### src/rtl/gcd_pkg.sv
// Shared types and helpers for the binary (Stein) GCD engine.
package gcd_pkg;

  typedef enum logic [1:0] {
    IDLE = 2'd0,
    CALC = 2'd1,
    DONE = 2'd2
  } state_t;

  // Width of the iteration counter. The algorithm needs fewer than
  // 4*width steps, so this leaves headroom for the terminal step.
  function automatic int gcd_cnt_w(input int width);
    return $clog2(4 * width + 2);
  endfunction

endpackage

### src/rtl/gcd_step.sv
// One combinational step of the binary GCD reduction.
module gcd_step
  import gcd_pkg::*;
#(
  parameter int WIDTH = 8
) (
  input  logic [WIDTH-1:0] i_ra,
  input  logic [WIDTH-1:0] i_rb,
  output logic [WIDTH-1:0] o_raNext,
  output logic [WIDTH-1:0] o_rbNext,
  output logic             o_kInc,
  output logic             o_eq
);

  // Pick the highest-priority reduction; the larger operand is always the minuend.
  always_comb begin
    o_raNext = i_ra;
    o_rbNext = i_rb;
    o_kInc   = 1'b0;
    o_eq     = (i_ra == i_rb);
    if (o_eq) begin
      o_raNext = i_ra;
      o_rbNext = i_rb;
    end else if (!i_ra[0] && !i_rb[0]) begin
      o_raNext = i_ra >> 1;
      o_rbNext = i_rb >> 1;
      o_kInc   = 1'b1;
    end else if (!i_ra[0]) begin
      o_raNext = i_ra >> 1;
    end else if (!i_rb[0]) begin
      o_rbNext = i_rb >> 1;
    end else if (i_ra > i_rb) begin
      o_raNext = i_ra - i_rb;
    end else begin
      o_rbNext = i_rb - i_ra;
    end
  end

endmodule

### src/rtl/gcd_stein.sv
// Binary GCD engine with start/done handshake, busy flag and iteration count.
module gcd_stein
  import gcd_pkg::*;
#(
  parameter  int WIDTH = 8,
  localparam int CNT_W = gcd_cnt_w(WIDTH)
) (
  input  logic             i_clk,
  input  logic             i_rst,
  input  logic             i_start,
  input  logic [WIDTH-1:0] i_a,
  input  logic [WIDTH-1:0] i_b,
  output logic [WIDTH-1:0] o_y,
  output logic             o_done,
  output logic             o_error,
  output logic             o_busy,
  output logic [CNT_W-1:0] o_iter
);

  localparam int K_W = $clog2(WIDTH);
  localparam logic [CNT_W-1:0] CNT_MAX = {CNT_W{1'b1}};

  state_t           r_state;
  state_t           w_stateNext;
  logic [WIDTH-1:0] r_ra;
  logic [WIDTH-1:0] r_rb;
  logic [K_W-1:0]   r_k;
  logic [CNT_W-1:0] r_cnt;
  logic [WIDTH-1:0] r_y;
  logic             r_error;
  logic [CNT_W-1:0] r_iter;

  logic [WIDTH-1:0] w_raNext;
  logic [WIDTH-1:0] w_rbNext;
  logic             w_kInc;
  logic             w_eq;
  logic             w_accept;
  logic             w_zeroOp;
  logic [CNT_W-1:0] w_cntInc;

  gcd_step #(
    .WIDTH(WIDTH)
  ) u_step (
    .i_ra    (r_ra),
    .i_rb    (r_rb),
    .o_raNext(w_raNext),
    .o_rbNext(w_rbNext),
    .o_kInc  (w_kInc),
    .o_eq    (w_eq)
  );

  assign w_accept = i_start && ((r_state == IDLE) || (r_state == DONE));
  assign w_zeroOp = (i_a == '0) || (i_b == '0);
  assign w_cntInc = (r_cnt == CNT_MAX) ? CNT_MAX : r_cnt + CNT_W'(1);

  // State register; a new request is only taken from IDLE or DONE.
  always_ff @(posedge i_clk) begin
    if (i_rst) r_state <= IDLE;
    else       r_state <= w_stateNext;
  end

  // Next-state logic; zero operands skip CALC and finish immediately.
  always_comb begin
    w_stateNext = r_state;
    case (r_state)
      IDLE: if (w_accept) w_stateNext = w_zeroOp ? DONE : CALC;
      CALC: if (w_eq)     w_stateNext = DONE;
      DONE: begin
        if (w_accept) w_stateNext = w_zeroOp ? DONE : CALC;
        else          w_stateNext = IDLE;
      end
      default: w_stateNext = IDLE;
    endcase
  end

  // Operand, shift, counter and result registers; results hold until overwritten.
  always_ff @(posedge i_clk) begin
    if (i_rst) begin
      r_ra    <= '0;
      r_rb    <= '0;
      r_k     <= '0;
      r_cnt   <= '0;
      r_y     <= '0;
      r_error <= 1'b0;
      r_iter  <= '0;
    end else if (w_accept) begin
      r_ra  <= i_a;
      r_rb  <= i_b;
      r_k   <= '0;
      r_cnt <= '0;
      if (w_zeroOp) begin
        r_y     <= '0;
        r_error <= 1'b1;
        r_iter  <= '0;
      end
    end else if (r_state == CALC) begin
      if (w_eq) begin
        r_y     <= r_ra << r_k;
        r_error <= 1'b0;
        r_iter  <= w_cntInc;
      end else begin
        r_ra  <= w_raNext;
        r_rb  <= w_rbNext;
        r_k   <= r_k + K_W'(w_kInc);
        r_cnt <= w_cntInc;
      end
    end
  end

  assign o_y     = r_y;
  assign o_error = r_error;
  assign o_iter  = r_iter;
  assign o_done  = (r_state == DONE);
  assign o_busy  = (r_state == CALC);

endmodule

### config.mk
export PLATFORM = sky130hd
export DESIGN_NAME = gcd_stein
export DESIGN_NICKNAME = d
export VERILOG_FILES = /design/src/rtl/gcd_pkg.sv /design/src/rtl/gcd_step.sv /design/src/rtl/gcd_stein.sv
export SDC_FILE = /design/constraint.sdc
export NUM_CORES = 1
export LEC_CHECK = 0
export ABC_AREA = 0
export BUFFER_PORTS_ARGS = -buffer_cell sky130_fd_sc_hd__buf_2
export CORE_UTILIZATION = 45
export CTS_BUF_LIST = sky130_fd_sc_hd__clkbuf_16
export DETAILED_ROUTE_END_ITERATION = 8
export SLEW_MARGIN = 30
export SYNTH_ARGS = -nofsm -noshare
export SYNTH_HDL_FRONTEND = slang
export SYNTH_SLANG_ARGS = --single-unit
export TNS_END_PERCENT = 100
### constraint.sdc
create_clock -name i_clk -period 6.25 [get_ports i_clk]
set_input_delay 1.25 -clock i_clk [delete_from_list [all_inputs] [get_ports i_clk]]
set_output_delay 1.25 -clock i_clk [all_outputs]
set_load 0.005 [all_outputs]
Word level (Yosys, flattened, before mapping)
Index checks and enable logic that the tools add are counted.
{"block": "totals", "ff_bits": 42, "inputBits": 19, "elab_cells": 82}
{"block": "op_classes", "n_addsub": 4, "order_cmp": 1, "n_eq_ne": 11, "n_shift": 1, "mux": 34, "bitwise_logic": 1, "n_reduce_logical": 20}
{"operator": "$mux W8", "n": 18}
{"operator": "$mux W6", "n": 5}
{"operator": "$logic_not A8 Y1", "n": 2}
{"operator": "$sub A8 B8 Y8", "n": 2}
{"operator": "$eq A8 B8 Y1", "n": 1}
{"operator": "$gt A8 B8 Y1", "n": 1}
{"operator": "$mux W2", "n": 4}
{"operator": "$ne A4 B1 Y1 const B", "n": 2}
{"operator": "$reduce_and A4 Y1", "n": 2}
{"operator": "$shl A8 B3 Y8", "n": 1}
{"operator": "$add A6 B1 Y6 const B", "n": 1}
{"operator": "$eq A6 B6 Y1 const B", "n": 1}
{"operator": "$mux W1", "n": 6}
{"operator": "$pmux W2 S3", "n": 1}
{"operator": "$reduce_and A2 Y1", "n": 3}
{"operator": "$reduce_and A3 Y1", "n": 2}
{"operator": "$ne A2 B1 Y1 const B", "n": 2}
{"operator": "$ne A2 B2 Y1 const B", "n": 2}
{"operator": "$ne A4 B3 Y1 const B", "n": 1}
{"operator": "$reduce_bool A2 Y1", "n": 2}
{"operator": "$add A3 B1 Y3", "n": 1}
{"operator": "$reduce_bool A3 Y1", "n": 1}
{"operator": "$eq A2 B1 Y1 const B", "n": 1}
{"operator": "$eq A2 B2 Y1 const B", "n": 1}
{"operator": "other kinds (6)", "n": 9}

Depth between registers and ports, before layout
{"block": "logic_depth", "word_depth": 8, "depth_mapped": 12, "mapped_depth_nobuf": 10}

Cells and area by module
A second synthesis with hierarchy kept.
{"block": "hier_totals", "hier_cells": 399, "area_unflattened_um2": 3301.9}
{"mod": "gcd_stein", "n_inst": 1, "cells_per_inst": 224, "area_per_inst_um2": 2065.7, "seq_area_each_um2": 840.8}
{"mod": "gcd_step", "n_inst": 1, "cells_per_inst": 175, "area_per_inst_um2": 1236.2, "seq_area_each_um2": 0.0}

Worst setup path before layout
OpenSTA, ideal clock, no wires.
{"block": "synth_timing", "path_kind": "in2reg", "from": "input i_a[7]", "to": "register r_y[3], in the netlist o_y[3]", "t_arrival_ns": 2.554, "setup_slack_ns": 3.569, "stages": 7, "path_buffers": 1, "cell_sequence": "or4_1 nor2_1 o21ai_2 and2_1 clkbuf_1 a21oi_1 nor2_1"}
{"block": "synth_between", "elab_chain_cells": 4}
{"item": "from (decl)", "line": "gcd_stein.sv:11", "rtl": "input logic [WIDTH-1:0] i_a,"}
{"item": "$logic_not A8 Y1", "line": "gcd_stein.sv:53", "rtl": "assign w_zeroOp = (i_a == '0) || (i_b == '0);"}
{"item": "$logic_or A1 B1 Y1", "line": "gcd_stein.sv:53"}
{"item": "$ne A2 B1 Y1 (no line)"}
{"item": "$reduce_and A3 Y1 (no line)"}
{"item": "to (signal assigned)", "line": "gcd_stein.sv:98", "rtl": "r_y <= r_ra << r_k;"}
{"item": "to (decl)", "line": "gcd_stein.sv:29", "rtl": "logic [WIDTH-1:0] r_y;"}
No other way between the ends.
A chain may end at the register's enable or synchronous reset.

Worst setup path after layout
{"block": "layout_timing", "from": "register r_ra[0]", "to": "register r_ra[1]"}
{"block": "layout_between", "elab_chain_cells": 8, "word_cells_on_any_way": 16}
{"item": "from (decl)", "line": "gcd_stein.sv:25", "rtl": "logic [WIDTH-1:0] r_ra;"}
{"item": "from (signal assigned)", "line": "gcd_stein.sv:87", "rtl": "r_ra <= i_a;"}
{"item": "from (signal assigned)", "line": "gcd_stein.sv:102", "rtl": "r_ra <= w_raNext;"}
{"item": "$sub A8 B8 Y8", "line": "gcd_step.sv:33", "rtl": "o_raNext = i_ra - i_rb;"}
{"item": "$mux W8", "line": "gcd_step.sv:32", "rtl": "end else if (i_ra > i_rb) begin"}
{"item": "$mux W8", "line": "gcd_step.sv:30", "rtl": "end else if (!i_rb[0]) begin"}
{"item": "$mux W8", "line": "gcd_step.sv:28", "rtl": "end else if (!i_ra[0]) begin"}
{"item": "$mux W8", "line": "gcd_step.sv:24", "rtl": "end else if (!i_ra[0] && !i_rb[0]) begin"}
{"item": "$mux W8", "line": "gcd_stein.sv:97", "rtl": "if (w_eq) begin"}
{"item": "$mux W8", "line": "gcd_stein.sv:96", "rtl": "end else if (r_state == CALC) begin"}
{"item": "$mux W8", "line": "gcd_stein.sv:86", "rtl": "end else if (w_accept) begin"}
Parallel ways exist; a longest one is shown, timed or not. The select of a mux whose other input is x is not followed.

==> impl_metrics.csv <==
group,metric,value,unit
grt,grt_pass1_wl,13600,µm
placed_design,numPortBuffers,35,
die,floorplan.initialDensity,47.3,%
detailed_routing,route.antenna.remaining_nets,0,
pwr,cellLeakagePower,1.31,nW
critical_path,cp_max_fo,11,
critical_path,critPathRequiredTime,6.44,ns
grt,grt_util_all_layers,24.0,%
detailed_routing,detailedRoute.firstIterationViolations,119,
synth,synth-edff-count,0,
status,violations_in_the_final_reports,"DRC",
grt,grt_pass1_vias,2734,
detailed_routing,detailroute.via_count,2893,
clock_tree,cts_post_setup_buffers_inserted,0,
synth,ys_warn_count,0,
synth,syn_inst,385,
placed_design,numPlacedInstances,472,
detailed_routing,avgViaCountPerCell,6.03,
critical_path,cp-end-kind,"flop",
synth,synth_async_sr_flop_share,0,%
die,die_h,84.4,µm
layout,layout-area-overhead-vs-synth,10.4,%
synth,syn_area_per_cell,7.94,µm²
die,pin_count,36,
synth,synth-main-ff-cell,"dfxtp_1",
layout,antennaDiodeCount,0,
timing,slew_viol_final,0,
critical_path,crit_path_cell_chain,"inv_1 -> ha_1 -> nand4b_1 -> o21ai_1 -> a221o_1 -> a221oi_1 -> a311oi_1",
detailed_routing,routed_wirelength,8240,µm
detailed_routing,detail_route.first_pass.iterations,8,
synth,synth_common_cells,"dfxtp_1, nor2_1, nand2_1",
clock_tree,clkSlewWorstSetupHoldPaths,0.06,ns
synth,synth.distinct_cells,65,
synth,netlist_top_cells_area,"dfxtp_1, ha_1, a21oi_1",
timing,finalWorstSetupSlack,3.07,ns
layout,final-instance-count-excl-fill,480,
clock_tree,ctsHoldBuffers,0,
synth,register_area_share_after_synthesis,27.5,%
clock_tree,clkSinkCount,42,
pwr,pwr-share-comb,40.9,%
synth,postSynthNetCount,425,
placed_design,replace_congestion,0.866,
clock_tree,tritoncts.num_buffers,5,
clock_tree,clock_tree.root_cell,"clkbuf_16",
synth,post_synth_instance_area,0.00306,mm²
flow_run,max_cap_viol_count,0,
timing,final.setup_skew,0.00258,ns
critical_path,startpoint_type,"flop",
synth,synth.most_common_cell,"dfxtp_1",
die,placement_rows,29,
pwr,p_int,0.642,mW
timing,setup_total_negative_slack,0,ns
clock_tree,htree_levels,2,
timing,finalHoldViolations,0,
clock_tree,cts_tree,"done",
critical_path,cpMaxStageDelayCell,"o21ai_1",
placed_design,pre_cts_ws,3.15,ns
timing,worst_pin_slew,0.902,ns
pwr,power.switching_fraction,38.4,%
timing,final_critical_path_required_period,3.18,ns
placed_design,place.detailed.hpwl,6080,µm
pwr,share_clk_of_total_power,28.3,%
die,core-area,0.00646,mm²
critical_path,setup.worst_path.class,"flop to flop",
layout,num-nets-final,442,
synth,synth_top_area_share,27.5,%
pwr,power_switching,0.400,mW
status,outcome,"finished with violations",
timing,rsz_0062_raised_after_global_routing,"no",
timing,part_of_the_cycle_the_worst_path_needs,50.9,%
grt,global_route_congestion_overflow_total,0,
timing,slew_headroom,39.4,%
timing,finalSetupViolations,0,
critical_path,crit_buf_inv,1,
grt,grt_antenna_before_repair,0,
pwr,power_per_cell_area,309,mW/mm²
clock_tree,post_cts_resized,0,
synth,synth-seq-cells,42,
clock_tree,worstSkewPairLatency,0.28,ns
layout,layout-drive-gt1-share,15.4,%
die,design.die.area,0.00712,mm²
pwr,seqPwrFrac,30.7,%
detailed_routing,route.detailed.drc,3,
clock_tree,clk_path_buf_depth,2,
critical_path,critPathArrivalTime,3.37,ns
min_path,min_path_type,"flop to flop",
critical_path,critical-path-max-stage-delay,0.77,ns
die,horizontal_die_dimension,84.4,µm
timing,max_freq,315,MHz
grt,grt_start_max_net_pins,28,
critical_path,timing.critical_path.max_delay_family,"compound AO/OA/AOI/OAI gates",
detailed_routing,wl_per_cell,17.2,µm
pwr,worst_ir_drop_vdd,0.000140,V
synth,yosysTopAreaCell,"dfxtp_1",
-- stage by stage --
step	util [%]	cell area (µm²)	hold slack, ns	power, mW
after global routing	52.2	3370	0.476	1.10
final	52.2	3370	0.450	1.04
after global placement	49.5	3200	0.439	0.742
after CTS	52.2	3370	0.454	1.04
after detailed placement	49.6	3210	0.445	0.742
after floorplan	-	3060	0.448	0.662
-- area by class of cell --
| cell class | count | area [µm²] |
|---|---|---|
| clock inverter | 3 | 41.3 |
| inverter | 21 | 78.8 |
| sequential | 42 | 841 |
| timing repair buffer | 36 | 183 |
| clock buffer | 5 | 125 |
| fill | 651 | 3090 |
| multi-input combinational | 296 | 2010 |
| tap | 77 | 96.3 |
-- state kept, by name, summed over array words and instances (netlist names) --
name	cells
o_iter	6
o_y	8
r_cnt	6
r_rb	8
r_state	2
o_error	1
r_k	3
r_ra	8
-- power by group through the flow --
stage	Combinational, mW	Sequential [mW]	Clock (mW)
2_1_floorplan	0.351	0.312	0
3_3_place_gp	0.418	0.324	0
3_5_place_dp	0.417	0.325	0
4_1_cts	0.422	0.319	0.298
5_1_grt	0.470	0.324	0.311
6_report	0.426	0.320	0.295
-- worst min-delay path: cells and delay by family, from the launching register on --
| kind | cells | cell delay, ns |
|---|---|---|
| and+or+nand+nor | 1 | 0.05 |
| AOI/OAI and AO/OA | 1 | 0.05 |
| DFF | 1 | 0.31 |
-- cells by family (layout without fill, tap and decap cells) --
family / count (synthesis) / count (layout) / share of synthesized area (%)
xor gates and xnor gates: 10 / 10 / 2.87
adders and majority gates: 21 / 21 / 9.09
and+or+nand+nor: 134 / 134 / 21.9
buffers and inverters: 47 / 65 / 7.00
muxes: 10 / 10 / 4.14
DFF: 42 / 42 / 27.5
AOI/OAI and AO/OA: 121 / 121 / 27.5
-- final timing paths --
check | start | end | slack (ns) | cells past startpoint
worst max-delay path | r_ra[0] | r_ra[1] | 3.07 | 7
worst min register to register | o_y[5] | o_y[5] | 0.45 | 2
worst min-delay path | o_y[5] | o_y[5] | 0.45 | 2
worst max register to register | r_ra[0] | r_ra[1] | 3.07 | 7
-- layer usage --
layer | GRT usage [%] | wire length, µm | vias to the layer above
li1 | - | - | 1436
met1 | 32.9 | 3850 | 1349
met2 | 38.0 | 3660 | 97
met3 | 4.52 | 570 | 11
met4 | 7.86 | 158 | 0
met5 | 0 | 0 | -
-- cells in the final DEF (no fill, tap or decap), drive strengths merged, types with 5 or more instances in the layout --
| cell | instances |
|---|---|
| a211oi | 7 |
| a21oi | 36 |
| a311oi | 5 |
| a31oi | 9 |
| buf | 36 |
| clkbuf | 5 |
| dfxtp | 42 |
| ha | 19 |
| inv | 22 |
| mux2i | 7 |
| nand2 | 35 |
| nand2b | 5 |
| nand3 | 8 |
| nor2 | 39 |
| nor2b | 6 |
| nor3 | 16 |
| o21ai | 22 |
| or4 | 5 |
| xnor2 | 5 |
| xor2 | 5 |
(Power assumes the default switching activity.)
